<file path="config.mk">
export PLATFORM = sky130hd
export DESIGN_NAME = hazard_ctrl
export DESIGN_NICKNAME = d
export VERILOG_FILES = /design/src/rtl/hazard_ctrl.sv
export SDC_FILE = /design/constraint.sdc
export NUM_CORES = 1
export LEC_CHECK = 0
export ABC_AREA = 1
export CORE_MARGIN = 1.5
export CORE_UTILIZATION = 42
export CTS_BUF_LIST = sky130_fd_sc_hd__clkbuf_8
export CTS_CLUSTER_SIZE = 8
export DETAILED_ROUTE_END_ITERATION = 16
export PLACE_DENSITY = 0.88
export SLEW_MARGIN = 25
export SYNTH_ARGS = -nofsm -noshare
export SYNTH_HDL_FRONTEND = slang
export SYNTH_SLANG_ARGS = --single-unit
</file>
<file path="constraint.sdc">
create_clock -name clk -period 1.75 [get_ports clk]
set_input_delay 0.35 -clock clk [delete_from_list [all_inputs] [get_ports clk]]
set_output_delay 0.35 -clock clk [all_outputs]
set_load 0.05 [all_outputs]
</file>
<file path="src/rtl/hazard_ctrl.sv">
`default_nettype none
// ============================================================================
// Module   : hazard_ctrl
// Purpose  : Pipeline interlock / flush controller: register and HiLo hazards,
//            MEM-stage redirects and a multi-cycle multiplier hold FSM.
//            Optional macro HAZ_FWD_EN: datapath forwards, load-use only.
// Revision : 1.0 - initial release
// ============================================================================
module hazard_ctrl #(
  parameter int MUL_LAT = 4
) (
  input  logic       clk,
  input  logic       rst,
  input  logic [4:0] rs_id,
  input  logic [4:0] rt_id,
  input  logic       use_rs_id,
  input  logic       use_rt_id,
  input  logic       mf_id,
  input  logic [4:0] wn_ex,
  input  logic [4:0] wn_mem,
  input  logic [4:0] wn_wb,
  input  logic       regwrite_ex,
  input  logic       regwrite_mem,
  input  logic       regwrite_wb,
  input  logic       memread_ex,
  input  logic       hilowrite_ex,
  input  logic       hilowrite_mem,
  input  logic       hilowrite_wb,
  input  logic       pcsrc_mem,
  input  logic       jump_mem,
  output logic       pc_en,
  output logic       ifid_en,
  output logic       ifid_flush,
  output logic       idex_flush,
  output logic       exmem_flush,
  output logic       mul_busy
);

  typedef enum logic [0:0] {
    IDLE = 1'b0,
    BUSY = 1'b1
  } state_t;

  localparam bit         c_multi    = (MUL_LAT > 1);
  localparam logic [3:0] c_cnt_init = (MUL_LAT > 1) ? 4'(MUL_LAT - 2) : 4'd0;

  state_t     r_state, w_state_nxt;
  logic [3:0] r_cnt, w_cnt_nxt;

  logic w_dep_ex, w_dep_mem, w_dep_wb;
  logic w_data_stall, w_hilo_stall, w_redirect;

  assign w_dep_ex  = regwrite_ex & (wn_ex != 5'd0) &
                     ((use_rs_id & (wn_ex == rs_id)) | (use_rt_id & (wn_ex == rt_id)));
  assign w_dep_mem = regwrite_mem & (wn_mem != 5'd0) &
                     ((use_rs_id & (wn_mem == rs_id)) | (use_rt_id & (wn_mem == rt_id)));
  assign w_dep_wb  = regwrite_wb & (wn_wb != 5'd0) &
                     ((use_rs_id & (wn_wb == rs_id)) | (use_rt_id & (wn_wb == rt_id)));

  assign mul_busy   = (r_state == BUSY);
  assign w_redirect = pcsrc_mem | jump_mem;

`ifdef HAZ_FWD_EN
  logic w_unused_fwd;
  assign w_unused_fwd = w_dep_mem ^ w_dep_wb ^ hilowrite_mem ^ hilowrite_wb;
  assign w_data_stall = memread_ex & w_dep_ex;
  assign w_hilo_stall = mf_id & (hilowrite_ex | mul_busy);
`else
  // Register file is not write-through, so even a WB-stage match must wait.
  logic w_unused_ld;
  assign w_unused_ld  = memread_ex;
  assign w_data_stall = w_dep_ex | w_dep_mem | w_dep_wb;
  assign w_hilo_stall = mf_id & (hilowrite_ex | hilowrite_mem | hilowrite_wb | mul_busy);
`endif

  always_ff @(posedge clk or posedge rst) begin
    if (rst) begin
      r_state <= IDLE;
      r_cnt   <= 4'd0;
    end else begin
      r_state <= w_state_nxt;
      r_cnt   <= w_cnt_nxt;
    end
  end

  // A redirect squashes the (younger) multiply, both on entry and mid-hold.
  always_comb begin
    w_state_nxt = r_state;
    w_cnt_nxt   = r_cnt;
    case (r_state)
      IDLE: begin
        if (c_multi && hilowrite_ex && !w_redirect) begin
          w_state_nxt = BUSY;
          w_cnt_nxt   = c_cnt_init;
        end
      end
      BUSY: begin
        if (w_redirect || (r_cnt == 4'd0)) begin
          w_state_nxt = IDLE;
          w_cnt_nxt   = 4'd0;
        end else begin
          w_cnt_nxt = r_cnt - 4'd1;
        end
      end
      default: begin
        w_state_nxt = IDLE;
        w_cnt_nxt   = 4'd0;
      end
    endcase
  end

  always_comb begin
    pc_en       = 1'b1;
    ifid_en     = 1'b1;
    ifid_flush  = 1'b0;
    idex_flush  = 1'b0;
    exmem_flush = 1'b0;
    if (w_redirect) begin
      ifid_flush  = 1'b1;
      idex_flush  = 1'b1;
      exmem_flush = 1'b1;
    end else if (mul_busy) begin
      // ID/EX is held rather than bubbled; the bubble goes in behind the multiply.
      pc_en       = 1'b0;
      ifid_en     = 1'b0;
      exmem_flush = 1'b1;
    end else if (w_data_stall | w_hilo_stall) begin
      pc_en      = 1'b0;
      ifid_en    = 1'b0;
      idex_flush = 1'b1;
    end
  end

endmodule
`default_nettype wire

</file>
==> results of run 1 <==
per-layer routing:
layer | up-vias | GRT usage (%) | wire [microns]
met4 | 0 | 3.70 | 0
met2 | 51 | 40.9 | 1280
met5 | - | 0 | 0
met1 | 552 | 34.2 | 1330
met3 | 0 | 2.42 | 174
li1 | 681 | - | -
through the flow:
stage	power, mW	setup TNS (ps)	instances	area [sq um]	worst slack, ps
detailed placement	0.496	-1480	264	1440	-514
CTS	0.682	-88.9	270	1380	-40.8
global placement	0.489	-1420	264	1440	-497
global route	0.759	-273	270	1460	-93.8
floorplan	0.332	-12.4	192	947	-12.4
finish	0.700	0	270	1460	6.40
state kept, by name, indices dropped and copies added (netlist names):
register and flops:
r_cnt 4, mul_busy 1
worst reg2reg max path, stage by stage (launching register included):
cell,delay (ps)
dfrtp_1,340
inv_1,100
ha_1,200
nand3_1,90
nand2_1,80
nor2_1,50
inv_1,90
o21ai_0,100
power by group:
| part | switching [mW] | leakage, nW | internal (mW) |
|---|---|---|---|
| clock | 0.0532 | 0.0269 | 0.150 |
| combinational | 0.205 | 0.776 | 0.157 |
| sequential | 0.00696 | 0.0651 | 0.129 |
| total | 0.265 | 0.868 | 0.436 |
what timing repair did:
item	CTS	global route
resized for setup	122	33
pin swaps	26	22
hold endpoints to repair	0	0
hold buffers	0	0
buffers inserted	2	0
setup endpoints to repair	3	4
placed cells by master, fill, tap and decap left out, types with 2 or more instances in the layout:
master / instances
clkbuf_2: 2
o21ai_1: 5
inv_4: 6
inv_1: 14
nand2_4: 2
buf_12: 3
nor2_2: 5
clkdlybuf4s50_1: 5
buf_2: 17
nand2_2: 8
clkbuf_8: 3
dlygate4sd2_1: 4
nand3_1: 9
o21ai_2: 5
dfrtp_1: 4
o21ai_0: 3
inv_2: 18
buf_6: 5
nor2_1: 23
nand2_1: 80
buf_4: 10
nand4_1: 2
cell families after synthesis:
family	count (synthesis)
AO/OA/AOI/OAI	16
adder cells (fa/ha/maj)	1
AND/OR/NAND/NOR	130
flip-flops	5
buffers and inverters	38
XOR/XNOR	2
path summary, 6_finish.rpt:
path                              end  startpoint
max reg2reg                  mul_busy    r_cnt[0]
max in group asynchronous    mul_busy         rst
max                        idex_flush    mul_busy
min in group clk             mul_busy    mul_busy
min reg2reg                  mul_busy    mul_busy
min                          r_cnt[3]         rst
area by class of cell:
cell class / count / area [sq um]
multi-input combinational: 149 / 709
fill: 185 / 562
timing repair buffer: 48 / 392
inverter: 37 / 154
sequential: 5 / 126
clock buffer: 3 / 41.3
tap: 27 / 33.8
clock inverter: 1 / 3.75
synth_stat cells:
| library cell | count | area share (%) |
|---|---|---|
| o21ai_1 | 6 | 3.3 |
| nor2_1 | 25 | 10 |
| buf_4 | 1 | 0.82 |
| nand4_1 | 2 | 1.4 |
| nor2_2 | 4 | 2.7 |
| o21ai_2 | 1 | 0.95 |
| ha_1 | 1 | 1.4 |
| dfrtp_1 | 5 | 14 |
| inv_2 | 14 | 5.7 |
| o21ai_0 | 6 | 3.3 |
| xnor2_1 | 1 | 0.95 |
| o31ai_4 | 1 | 2.3 |
| o22ai_1 | 1 | 0.68 |
| nand2_1 | 90 | 37 |
| o32ai_1 | 1 | 0.95 |
| nand3_1 | 9 | 4.9 |
| inv_1 | 23 | 9.4 |
| xor2_1 | 1 | 0.95 |
==> results.cfg, run 1 <==
[clocking]
root_buffer = clkbuf_8
htreeDepth = 1
insertion_delay_ps = 220
path_clk_slew_ps = 40
cts_made_buffers = 3
tritoncts = done
cts_sinks = 5
clock_tree.buffer_depth = 2

[sta]
setup_violations = 0
rsz0062_at_grt = yes
clock.fmax_mhz = 574
holdWs_ps = 336
slew_headroom_pct = 83.4
hold_viol_final = 0
min_period_ps = 1740
post-route-period-util_pct = 99.6
skew_ps = 4.09
tightest_slew_ps = 248
maxSlewViolCount = 0

[setup_path]
critical_path.top_delay_family = flip-flops
cp_slowest_stage_delay_ps = 420
crit_cells = 7
reg2reg_slack_ps = 580
crit_chain = inv_4 -> nand2_4 -> o31ai_4 -> nand2_2 -> o21ai_1 -> nand2_1 -> buf_12
cp-end-kind = output pin
arrival_ps = 1390
worst-setup-path-type = reg2out
reg2reg_depth = 7
startpoint_type = flop
cp.required_ps = 1400
critical_path.slowest_cell = dfrtp_2
path_max_fanout = 3
path_buf_inv = 2

[yosys]
yosysUniqueCellTypes = 18
synth.yosys.seq_area_share_pct = 13.6
synth_top_family_by_area = simple AND/OR/NAND/NOR gates
synthMuxAreaShare_pct = 0
synth_xor_area_share_pct = 1.90
syn_avg_cell_area_sq_um = 4.80
synth_adder_area_share_pct = 1.36
synth_compound_area_share_pct = 11.4
yosys_register_bits = 5
yosys.area_share.simple_pct = 55.8
synth_nets = 232
yosys_warnings = 0
synth.cell_area_sq_um = 921
synthCells = 192

[floorplan]
start_util_pct = 45.5
die_w_microns = 49.8
fp.dieArea_sq_um = 2480
die_h_microns = 49.8
coreArea_sq_um = 2020
ios = 45
rows = 16

[status]
status = finished, final reports clean

[run]
cap_violations = 0

[drt]
routed-via-count = 1284
wirelength_microns = 2780
drcViolationCount = 0
dr.pass1.iters = 4
routedWlPerCell_microns = 10.3
drt_iter0_drc = 45
detail-route-antenna-nets = 0
viasPerCell = 4.76

[finish]
drive_gt1_share_pct = 36.2
final_nets = 284
syn2layout_area_growth_pct = 58.6
antennaDiodeCount = 0
utilization_pct = 72.2

[pwr]
powerDensity_nw_per_um2 = 480
ir_worst_vdd_mv = 0.508
leakage_nw = 0.868

[global_routing]
grt_usage_pct = 24.3
antenna_found_initial = 0
overflow = 0
grt_max_degree = 8
grt_pass1_wl_microns = 4810
grt_pass1_vias = 1185

[placement]
dpl.hpwl_microns = 2260
routabilityCongestion = 0.923
port_buffers = 43

[worst_hold_path]
hold_path_class = in2async
Note: power is estimated with default switching activity, not from simulation.
==> inputs of run 2 (changes only) <==
==> constraint.sdc (replaced) <==
create_clock -name clk -period 1.92 [get_ports clk]
set_input_delay 0.384 -clock clk [delete_from_list [all_inputs] [get_ports clk]]
set_output_delay 0.384 -clock clk [all_outputs]
set_load 0.05 [all_outputs]
==> results.cfg, run 2 (same netlist as run 1, synthesis figures left out) <==
[pwr]
powerDensity_nw_per_um2 = 430
p_sw_share_pct = 36.7
clockPowerShare_pct = 28.9
switchingPower_mw = 0.231
leakage_nw = 0.860
p_seq_share_pct = 19.6
p_int_mw = 0.397
ir_worst_vdd_mv = 0.587
p_comb_share_pct = 51.5

[setup_path]
r2r-start = r_cnt[0]
crit_chain = inv_4 -> nand2_4 -> o31ai_4 -> nand2_2 -> nor2_2 -> nand2_2 -> nand2_4 -> buf_12
r2r_end = r_cnt[3]
arrival_ps = 1460
worstSetupEndpoint = ifid_en
path_max_fanout = 7
worst-setup-path-type = reg2out
cp.required_ps = 1540
cp_slowest_stage_delay_ps = 410
critical_path.slowest_cell = dfrtp_2
startpoint_type = flop
reg2reg_depth = 7
cp-end-kind = output pin
cp-startpoint = mul_busy
reg2reg_slack_ps = 720

[floorplan]
coreArea_sq_um = 2020
die_w_microns = 49.8
fp.dieArea_sq_um = 2480
start_util_pct = 45.5
ios = 45
die_h_microns = 49.8
rows = 16

[drt]
routedWlPerCell_microns = 9.82
detail-route-antenna-nets = 0
drt_iter0_drc = 47
drcViolationCount = 0
wirelength_microns = 2640
dr.pass1.iters = 4
viasPerCell = 4.67
routed-via-count = 1256

[placement]
port_buffers = 43
place_ws_ps = -354
dpl.hpwl_microns = 2160
routabilityCongestion = 0.920
dp.cells = 263
placed_area_sq_um = 1430

[sta]
slew_headroom_pct = 67.4
rsz0062_at_grt = yes
tightest_slew_ps = 488
skew_ps = 2.87
min_period_ps = 1850
clock.fmax_mhz = 541
setup_violations = 0
holdWs_ps = 356
maxSlewViolCount = 0
hold_viol_final = 0
post-route-period-util_pct = 96.2
setup_ws_ps = 72.4

[clocking]
cts_sinks = 5
htreeDepth = 1
cts_made_buffers = 3
tritoncts = done
clock_tree.buffer_depth = 2
hold_buffers = 0
root_buffer = clkbuf_8
path_clk_slew_ps = 40
insertion_delay_ps = 210

[global_routing]
overflow = 0
antenna_found_initial = 0
grt_usage_pct = 21.7
grt_max_degree = 9
grt_pass1_vias = 1041
grt_pass1_wl_microns = 4220

[finish]
layout_commonest_cell = nand2_1
final_nets = 283
antennaDiodeCount = 0
drive_gt1_share_pct = 32.6
finalNonFillerCells = 269
utilization_pct = 72.2
final_cell_mix = 79 x nand2_1, 23 x nor2_1, 16 x inv_1, 16 x inv_2, 12 x buf_4
fin_area_sq_um = 1460
syn2layout_area_growth_pct = 58.6
regMostFlops = r_cnt
largest_register_ffs = 4

[status]
status = finished, final reports clean

[worst_hold_path]
hold_path_class = in2async

[run]
cap_violations = 0
-- run 2: cell types whose count changed in the layout (fill, tap and decap cells not counted), sizes merged --
cell,delta
buf,-8
clkbuf,+3
clkdlybuf4s15,+3
clkdlybuf4s50,+2
dlygate4sd2,-1
-- run 2: how the worst min path moves through the flow --
| stage | endpoint | slack, ps | cells past startpoint | startpoint |
|---|---|---|---|---|
| after floorplan | r_cnt[0] | 160 | 1 | rst |
| after global placement | mul_busy | 500 | 1 | mul_busy |
| after detailed placement | mul_busy | 500 | 1 | mul_busy |
| after CTS | r_cnt[1] | 360 | 2 | rst |
| after global routing | r_cnt[1] | 390 | 2 | rst |
| final | r_cnt[1] | 360 | 2 | rst |
-- run 2: layout make-up --
cell class,instances,area [sq um]
Sequential cell,5,126
Fill cell,198,562
Inverter,37,154
Timing Repair Buffer,47,404
Clock inverter,1,3.75
Tap cell,27,33.8
Multi-Input combinational cell,149,697
Clock buffer,3,41.3
-- run 2: what timing repair did --
item                                    CTS  global route
setup buffers                             1             1
gates resized for setup                  87            58
pin swaps                                17            32
endpoints found under the setup margin    3             3
endpoints found under the hold margin     0             0
-- run 2: power groups by stage --
stage / registers [mW] / clock network (mW) / logic [mW]
2_1_floorplan: 0.128 / 0 / 0.170
3_3_place_gp: 0.124 / 0 / 0.317
3_5_place_dp: 0.124 / 0 / 0.320
4_1_cts: 0.123 / 0.185 / 0.311
5_1_grt: 0.125 / 0.194 / 0.361
6_report: 0.123 / 0.181 / 0.324
-- run 2: routing by layer --
layer	share of wire [%]	GRT usage (%)	wire length [microns]	up-vias
met4	0.83	7.87	22	0
li1	-	-	-	679
met2	47	36.0	1230	41
met3	6.8	2.73	179	2
met5	0	0	0	-
met1	46	28.8	1210	534
-- run 2: through the flow --
step	power [mW]	TNS (ps)
after floorplan	0.298	0
after global placement	0.440	-967
after detailed placement	0.444	-998
after CTS	0.619	0
after global routing	0.680	-49.0
final	0.628	0
-- run 2: critical path: cells and delay by family (launching register included) --
| kind | cells | cell delay, ps |
|---|---|---|
| simple gates | 5 | 430 |
| flops | 1 | 410 |
| buf+inv | 2 | 240 |
| compound gates | 1 | 170 |
==> inputs of run 3 (changes only) <==
--- a/config.mk
+++ b/config.mk
@@ -6,12 +6,14 @@
 export NUM_CORES = 1
 export LEC_CHECK = 0
 export ABC_AREA = 1
+export CORE_ASPECT_RATIO = 0.5
 export CORE_MARGIN = 1.5
-export CORE_UTILIZATION = 42
+export CORE_UTILIZATION = 30
 export CTS_BUF_LIST = sky130_fd_sc_hd__clkbuf_8
 export CTS_CLUSTER_SIZE = 8
 export DETAILED_ROUTE_END_ITERATION = 16
-export PLACE_DENSITY = 0.88
+export GPL_ROUTABILITY_DRIVEN = 0
+export PLACE_DENSITY = 0.67
 export SLEW_MARGIN = 25
 export SYNTH_ARGS = -nofsm -noshare
 export SYNTH_HDL_FRONTEND = slang
==> results.cfg, run 3 (same netlist as run 1, synthesis figures left out) <==
[finish]
final_cell_mix = 79 x nand2_1, 22 x inv_2, 19 x buf_4, 17 x nor2_1, 13 x inv_1
fin_area_sq_um = 1500
syn2layout_area_growth_pct = 63.2
drive_gt1_share_pct = 38.6
regMostFlops = r_cnt
layout_commonest_cell = nand2_1
fill_cells = 293
antennaDiodeCount = 0
largest_register_ffs = 4
final_nets = 287

[global_routing]
grt_pass1_wl_microns = 4840
gr-usage-met1_pct = 27.4
grt_pass1_vias = 1113
busiest_layer = met2
grt_max_degree = 9
gr-usage-met3_pct = 0.217
overflow = 0
grt_usage_pct = 17.7
antenna_found_initial = 0
grtUsageMet2_pct = 27.9

[floorplan]
rows = 13
die_h_microns = 42.2
coreArea_sq_um = 2750
ios = 45
fp.dieArea_sq_um = 3430
die_w_microns = 81.4
start_util_pct = 33.5

[sta]
skew_ps = 4.02
slew_headroom_pct = 67.4
tightest_slew_ps = 488
post-route-period-util_pct = 96.6
min_period_ps = 1850
hold_viol_final = 0
maxSlewViolCount = 0
setup_violations = 0
holdWs_ps = 355
clock.fmax_mhz = 539

[setup_path]
cp_common_cell = nand2_1
path_max_fanout = 2
reg2reg_slack_ps = 700
crit_chain = clkdlybuf4s50_1 -> o21ai_2 -> inv_2 -> nand2_1 -> nand2_2 -> nor2_1 -> nand2_1 -> nand2_4 -> buf_12
startpoint_type = primary input
cp.required_ps = 1540
critical_path.top_delay_family = buffers and inverters
worst-setup-path-type = in2out
arrival_ps = 1470
path_buf_inv = 3
critical_path.slowest_cell = clkdlybuf4s50_1
cp_slowest_stage_delay_ps = 410
cp-end-kind = output pin

[worst_hold_path]
hold_path_class = in2async

[clocking]
clock_tree.buffer_depth = 2
root_buffer = clkbuf_8
cts_made_buffers = 3
hold_buffers = 0
tritoncts = done
htreeDepth = 1
insertion_delay_ps = 220
cts_sinks = 5
path_clk_slew_ps = 40

[drt]
wirelength_microns = 3040
drcViolationCount = 0
dr.pass1.iters = 4
drt_iter0_drc = 58
routed-via-count = 1266
detail-route-antenna-nets = 0
viasPerCell = 4.47
routedWlPerCell_microns = 10.7

[run]
cap_violations = 0

[placement]
port_buffers = 43
dpl.hpwl_microns = 2510
placed_area_sq_um = 1470

[pwr]
powerDensity_nw_per_um2 = 430
ir_worst_vdd_mv = 0.451
leakage_nw = 0.865

[status]
status = finished, final reports clean
==> run 3: cell count changes in the layout (fill, tap and decap cells not counted), sizes merged <==
cell / previous run / this run
dlymetal6s2s: 1 / 0
clkdlybuf4s15: 3 / 1
buf: 27 / 31
clkbuf: 9 / 11
clkdlybuf4s50: 7 / 8
==> run 3: through the flow <==
step	util, %	TNS, ps	power [mW]	std cells	setup slack [ps]
after floorplan	-	0	0.298	192	16.0
after CTS	54.6	0	0.635	282	0.981
final	54.7	0	0.646	283	65.7
after global placement	53.4	-1180	0.454	277	-409
after global routing	54.7	-1.49	0.694	283	-1.49
after detailed placement	53.4	-1180	0.456	277	-407
==> run 3: path summary, 6_finish.rpt <==
kind,startpoint,to,cells past startpoint
setup / recovery,regwrite_wb,pc_en,9
hold / removal,rst,r_cnt[1],2
setup reg to reg,r_cnt[0],r_cnt[3],7
hold reg to reg,mul_busy,mul_busy,1
max in group asynchronous,rst,mul_busy,2
min in group clk,mul_busy,mul_busy,1
==> run 3: worst register-to-register path, cell delays in order, from the launching register on <==
cell,delay [ps]
dfrtp_1,310
inv_1,60
ha_1,230
nand3_1,90
nand2_1,60
nor2_1,130
inv_1,90
o22ai_1,150
==> run 3: repair_timing <==
item,CTS,global route
buffers inserted,1,3
gates cloned,0,0
endpoints found under the setup margin,3,3
pin swaps,21,34
resized for setup,102,56
==> run 3: power by group <==
part	internal, mW	switching, mW
combinational	0.149	0.191
clock	0.137	0.0467
sequential	0.117	0.00568
total	0.403	0.243
==> run 3: per-layer routing <==
metal	routed length, microns	vias up	part of all wire, %
met1	1670	558	55
met2	1300	19	43
li1	-	689	-
met5	0	-	0
met4	0	0	0
met3	74	0	2.4
==> run 3: area by class of cell <==
type                            count  area [sq um]  area share, %
Clock inverter                      1          3.75          0.250
Sequential cell                     5           126           8.41
Multi-Input combinational cell    149           716           47.6
Clock buffer                        3          41.3           2.75
Timing Repair Buffer               51           423           28.1
Tap cell                           37          46.3           3.08
Inverter                           37           146           9.74
